<file path="src/rtl/usr_pkg.sv">
// rtl/usr_pkg.sv - shared constants and types for the universal shift register sequencer
package usr_pkg;

  localparam logic [1:0] MODE_HOLD = 2'b00;
  localparam logic [1:0] MODE_SHR  = 2'b01;
  localparam logic [1:0] MODE_SHL  = 2'b10;
  localparam logic [1:0] MODE_LOAD = 2'b11;

  typedef enum logic [2:0] {
    OP_NOP  = 3'd0,
    OP_LOAD = 3'd1,
    OP_SHR  = 3'd2,
    OP_SHL  = 3'd3,
    OP_ROR  = 3'd4,
    OP_ROL  = 3'd5
  } cmd_op_e;

  typedef enum logic [1:0] {
    ST_IDLE,
    ST_LOAD,
    ST_SHIFT,
    ST_DONE
  } state_e;

  function automatic logic is_shift_op(input logic [2:0] op);
    return (op == OP_SHR) || (op == OP_SHL) || (op == OP_ROR) || (op == OP_ROL);
  endfunction

  // Right-moving ops drive mode 01, left-moving ops drive mode 10.
  function automatic logic [1:0] shift_mode(input logic [2:0] op);
    return ((op == OP_SHR) || (op == OP_ROR)) ? MODE_SHR : MODE_SHL;
  endfunction

endpackage

</file>
<file path="src/rtl/usr_sequencer.sv">
// rtl/usr_sequencer.sv - expands load/shift/rotate commands into cycle-by-cycle register drive
module usr_sequencer
  import usr_pkg::*;
#(
  parameter int WIDTH = 8,
  parameter int CNT_W = 4
) (
  input  logic             clk,
  input  logic             rst,
  input  logic             cmd_valid,
  output logic             cmd_ready,
  input  logic [2:0]       cmd_op,
  input  logic [CNT_W-1:0] cmd_count,
  input  logic             cmd_fill,
  input  logic [WIDTH-1:0] cmd_data,
  input  logic [WIDTH-1:0] reg_q,
  output logic [1:0]       mode,
  output logic             sil,
  output logic             sir,
  output logic [WIDTH-1:0] par_out,
  output logic             busy,
  output logic             done
);

  state_e           state_q, state_d;
  logic [2:0]       op_q, op_d;
  logic [CNT_W-1:0] cnt_q, cnt_d;
  logic             fill_q, fill_d;
  logic [1:0]       mode_q, mode_d;
  logic [WIDTH-1:0] par_q, par_d;
  logic             busy_q, busy_d;
  logic             done_q, done_d;

  // Outputs are computed from the next state so they line up with it on the same edge.
  always_comb begin
    state_d = state_q;
    op_d    = op_q;
    cnt_d   = cnt_q;
    fill_d  = fill_q;
    mode_d  = MODE_HOLD;
    par_d   = par_q;
    busy_d  = 1'b1;
    done_d  = 1'b0;
    unique case (state_q)
      ST_IDLE: begin
        busy_d = 1'b0;
        if (cmd_valid) begin
          op_d   = cmd_op;
          cnt_d  = cmd_count;
          fill_d = cmd_fill;
          busy_d = 1'b1;
          if (cmd_op == OP_LOAD) begin
            state_d = ST_LOAD;
            mode_d  = MODE_LOAD;
            par_d   = cmd_data;
          end else if (is_shift_op(cmd_op) && (cmd_count != '0)) begin
            state_d = ST_SHIFT;
            mode_d  = shift_mode(cmd_op);
          end else begin
            state_d = ST_DONE;
            done_d  = 1'b1;
          end
        end
      end
      ST_LOAD: begin
        state_d = ST_DONE;
        done_d  = 1'b1;
      end
      ST_SHIFT: begin
        if (cnt_q == CNT_W'(1)) begin
          state_d = ST_DONE;
          done_d  = 1'b1;
        end else begin
          cnt_d  = cnt_q - CNT_W'(1);
          mode_d = shift_mode(op_q);
        end
      end
      ST_DONE: begin
        state_d = ST_IDLE;
        busy_d  = 1'b0;
      end
      default: begin
        state_d = ST_IDLE;
        busy_d  = 1'b0;
      end
    endcase
  end

  always_ff @(posedge clk) begin
    if (rst) begin
      state_q <= ST_IDLE;
      op_q    <= OP_NOP;
      cnt_q   <= '0;
      fill_q  <= 1'b0;
      mode_q  <= MODE_HOLD;
      par_q   <= '0;
      busy_q  <= 1'b0;
      done_q  <= 1'b0;
    end else begin
      state_q <= state_d;
      op_q    <= op_d;
      cnt_q   <= cnt_d;
      fill_q  <= fill_d;
      mode_q  <= mode_d;
      par_q   <= par_d;
      busy_q  <= busy_d;
      done_q  <= done_d;
    end
  end

  // Rotates feed the bit leaving the register straight back in at the other end.
  always_comb begin
    sil = 1'b0;
    sir = 1'b0;
    if (state_q == ST_SHIFT) begin
      case (op_q)
        OP_SHR:  sil = fill_q;
        OP_SHL:  sir = fill_q;
        OP_ROR:  sil = reg_q[0];
        OP_ROL:  sir = reg_q[WIDTH-1];
        default: ;
      endcase
    end
  end

  logic unused_reg_bits;
  assign unused_reg_bits = ^reg_q[WIDTH-2:1];

  assign cmd_ready = (state_q == ST_IDLE);
  assign mode      = mode_q;
  assign par_out   = par_q;
  assign busy      = busy_q;
  assign done      = done_q;

endmodule
</file>
<file path="config.mk">
export PLATFORM = sky130hd
export DESIGN_NAME = usr_sequencer
export DESIGN_NICKNAME = d
export VERILOG_FILES = /design/src/rtl/usr_pkg.sv /design/src/rtl/usr_sequencer.sv
export SDC_FILE = /design/constraint.sdc
export NUM_CORES = 1
export LEC_CHECK = 0
export ABC_AREA = 1
export CORE_ASPECT_RATIO = 0.8
export CORE_UTILIZATION = 47
export DETAILED_ROUTE_END_ITERATION = 16
export PLACE_DENSITY = 0.84
export SLEW_MARGIN = 30
export SYNTH_ARGS = -nofsm -noshare
export SYNTH_HDL_FRONTEND = slang
export SYNTH_SLANG_ARGS = --single-unit
</file>
<file path="constraint.sdc">
create_clock -name clk -period 3.9 [get_ports clk]
set_input_delay 0.39 -clock clk [delete_from_list [all_inputs] [get_ports clk]]
set_output_delay 0.39 -clock clk [all_outputs]
set_load 0.02 [all_outputs]
</file>
==> results.md <==
- Met2 Usage GRT: 37.65%
- First-pass GRT wire length: 4112 um
- Final wirelength: 2497 um
- Worst Tran Pin Value: 372.1 ps
- FF-to-FF Start: state_q[0]$_SDFFE_PP0P_
- H-tree Lvls: 1
- Core area: 2233 um2
- Most frequent cells in the layout: 35 x clkdlybuf4s50_1, 27 x nor2_1, 25 x nand2_1, 22 x dfxtp_1, 20 x inv_1
- DR vias: 1124
- Ports: 42
- Mapped Avg Cell Area: 7.111 um2
- Worst R2R End: par_out[4]$_SDFFE_PP0P_
- PostCTS Resize Cnt: 0
- DR pass1 iterations: 10
- Largest net degree at the start of global routing: 16
- # port buffers: 35
- Crit. End Element: output port
- Flip-flop and latch count after synthesis: 22
- Top post-synthesis cells by area: dfxtp_1 38%, nor2_1 8.9%, nand2_1 8.2%, ha_1 7.7%, a21oi_1 6.6%
- Remaining global-route overflow: 0
- Post-CTS Setup Inserts: 0
- Critical path data arrival time: 2140 ps
- Register area share after synthesis: 38.47%
- Top cell type by total area after synthesis: dfxtp_1
- Top-area cell type share of the netlist area: 38.47%
- Critical-path cell list: inv_1 -> ha_1 -> inv_1 -> nor4_1 -> clkdlybuf4s50_1
- Root Buffer: clkbuf_4
- Upper clock frequency limit: 0.3948 GHz
- # rows: 15
- Reg2reg path depth: 7
- CTS tree: yes
- Crit-path max FO: 8
- Fin crit share: 64.95%
- Reg area: 440.4 um2
- Setup Skew: 10.85 ps
- M1 GR Usage: 24.41%
- Synth unique cells: 24
- Status: finished with violations
- GRT busiest layer: met2
- Failing checks: design-rule violations
- Syn Nets: 195
- Peak supply drop: 0.2597 mV
- CP most frequent cell: inv_1
- Layout cells sized above 1: 8.122%
- Initial DRC count: 35
- Die Y: 46.15 um
- Final hold violations: 0
- Synthesis-to-finish area growth: 34.43%
- Warning count from the yosys run: 0
- Placed wire-length estimate: 1966 um
- # fillers: 178
- Slowest Stage Delay on Critical Path: 650 ps
- GP Congestion: 0.8608
- Initial Utilization: 51.26%
- Critical path origin: state_q[0]$_SDFFE_PP0P_
- Post-route ant nets: 0
- Cells after Synth: 161
- P_leak: 0.6683 nW
- CTS Hold Buffers Added: 0
- Period minus WS final: 2533 ps
- Die footprint: 2639 um2
- CTS buffer count: 3
- Vias per cell: 5.063
- Critical Path Sink: sir
- Most common cell after layout, fill and taps aside: clkdlybuf4s50_1
- WP data required: 3510 ps
- Max cap viols: 0
- Antenna cell count: 0
- Die Wd: 57.18 um
- Reg clk slew, reported paths: 120 ps
- Worst slew margin: 75.17%
- Crit-path slowest cell: clkdlybuf4s50_1
- PD cells: 580.3 nW/um2
- Total power draw: 0.0008930 W
- Number of remaining DRC errors: 1
- Initial antenna violation count: 0
- Wire per inst: 11.25 um
- Max-slew violation count: 0
- Worst setup SP type: flip-flop
- Netlist Area Pre-Place: 1145 um2
- GRT Total Usage: 20.80%
- Number of global-route vias before repair: 973
- Clock sinks: 22
- Setup TNS: 0 ps
- Fin util: 68.91%
- CP Class: flip-flop to output port
- # setup viols final: 0
- GR Util met3: 6.180%
- Hold/Removal Path Class: flip-flop to flip-flop
- RSZ-0062 raised after global routing: false
- Maximum buffer depth of the clock tree: 2
- Skew-Pair Late Insertion Delay: 310 ps
- Area of the multi-input gates: 615.6 um2
- Post-layout nets: 233
- Reg-to-reg setup timing slack: 2330 ps
[synth_stat cells]
| cell type | instances |
|---|---|
| nor2_1 | 27 |
| nand2_1 | 25 |
| dfxtp_1 | 22 |
| inv_1 | 20 |
| a21oi_1 | 15 |
| o21ai_0 | 15 |
| ha_1 | 7 |
| nand3_1 | 7 |
| nor2_2 | 3 |
| a21oi_2 | 2 |
| nand2_2 | 2 |
| nor2_4 | 2 |
| o21ai_1 | 2 |
| or2_2 | 2 |
| a211oi_1 | 1 |
| buf_2 | 1 |
| clkbuf_2 | 1 |
| inv_2 | 1 |
| nand2_4 | 1 |
| nand3b_1 | 1 |
| nor3_1 | 1 |
| nor4_1 | 1 |
| o21a_1 | 1 |
| xnor2_1 | 1 |
[power by group]
group	total [W]	internal [W]	switching, W
Combinational	0.000468	0.000190	0.000279
Clock	0.000104	0.0000361	0.0000677
Sequential	0.000321	0.000280	0.0000411
Total	0.000893	0.000506	0.000387
[final cells by class]
class                   count  share of cell area, %
flip-flops and latches     22                  28.62
clock buffers               3                  1.463
well taps                  25                  2.033
multi-input cells         116                  40.00
repair buffers             35                  22.76
inverters                  21                  5.122
[worst min-delay path by stage]
stage	startpoint	end	slack [ps]	cells after the start
3_5_place_dp	cnt_q[3]$_SDFFE_PP0P_	cnt_q[3]$_SDFFE_PP0P_	500	2
2_1_floorplan	cnt_q[1]$_SDFFE_PP0P_	cnt_q[1]$_SDFFE_PP0P_	470	2
3_3_place_gp	op_q[0]$_SDFFE_PP0P_	op_q[0]$_SDFFE_PP0P_	490	2
5_1_grt	cnt_q[3]$_SDFFE_PP0P_	cnt_q[3]$_SDFFE_PP0P_	540	2
6_report	cnt_q[3]$_SDFFE_PP0P_	cnt_q[3]$_SDFFE_PP0P_	510	2
4_1_cts	cnt_q[3]$_SDFFE_PP0P_	cnt_q[3]$_SDFFE_PP0P_	520	2
[layer usage]
metal	vias to the layer above	share of wire, %
met5	-	0
met4	0	1.0
met3	5	5.6
met2	30	48
met1	502	45
li1	587	-
[sequential cells by signal, summed over array words and instances, names as in the netlist]
register  count
state_q       2
op_q          3
fill_q        1
mode          2
busy          1
par_out       8
cnt_q         4
done          1
[worst max-delay path: cells and delay by family (launching register included)]
kind | cells | cell delay, ps
adders and majority gates | 1 | 270
DFF | 1 | 360
and+or+nand+nor | 1 | 280
buffers and inverters | 3 | 910
[metrics by stage]
stage	hold slack, ps	cell area, um2	worst slack [ps]	std cells
floorplan	471.0	1145	2026	161
global placement	492.4	1516	1740	219
detailed placement	498.5	1516	1729	219
CTS	515.9	1539	1339	222
global route	536.9	1539	1151	222
finish	511.4	1539	1367	222
[logic make-up (layout without fill, tap and decap cells)]
group / after synthesis / in the layout / share of synthesized area (%)
buf+inv: 23 / 59 / 7.758
fa+ha+maj: 7 / 7 / 7.650
compound gates: 36 / 36 / 16.83
flops: 22 / 22 / 38.47
xor+xnor: 1 / 1 / 0.7652
simple gates: 72 / 72 / 28.52
Note: power is estimated with default switching activity, not from simulation.
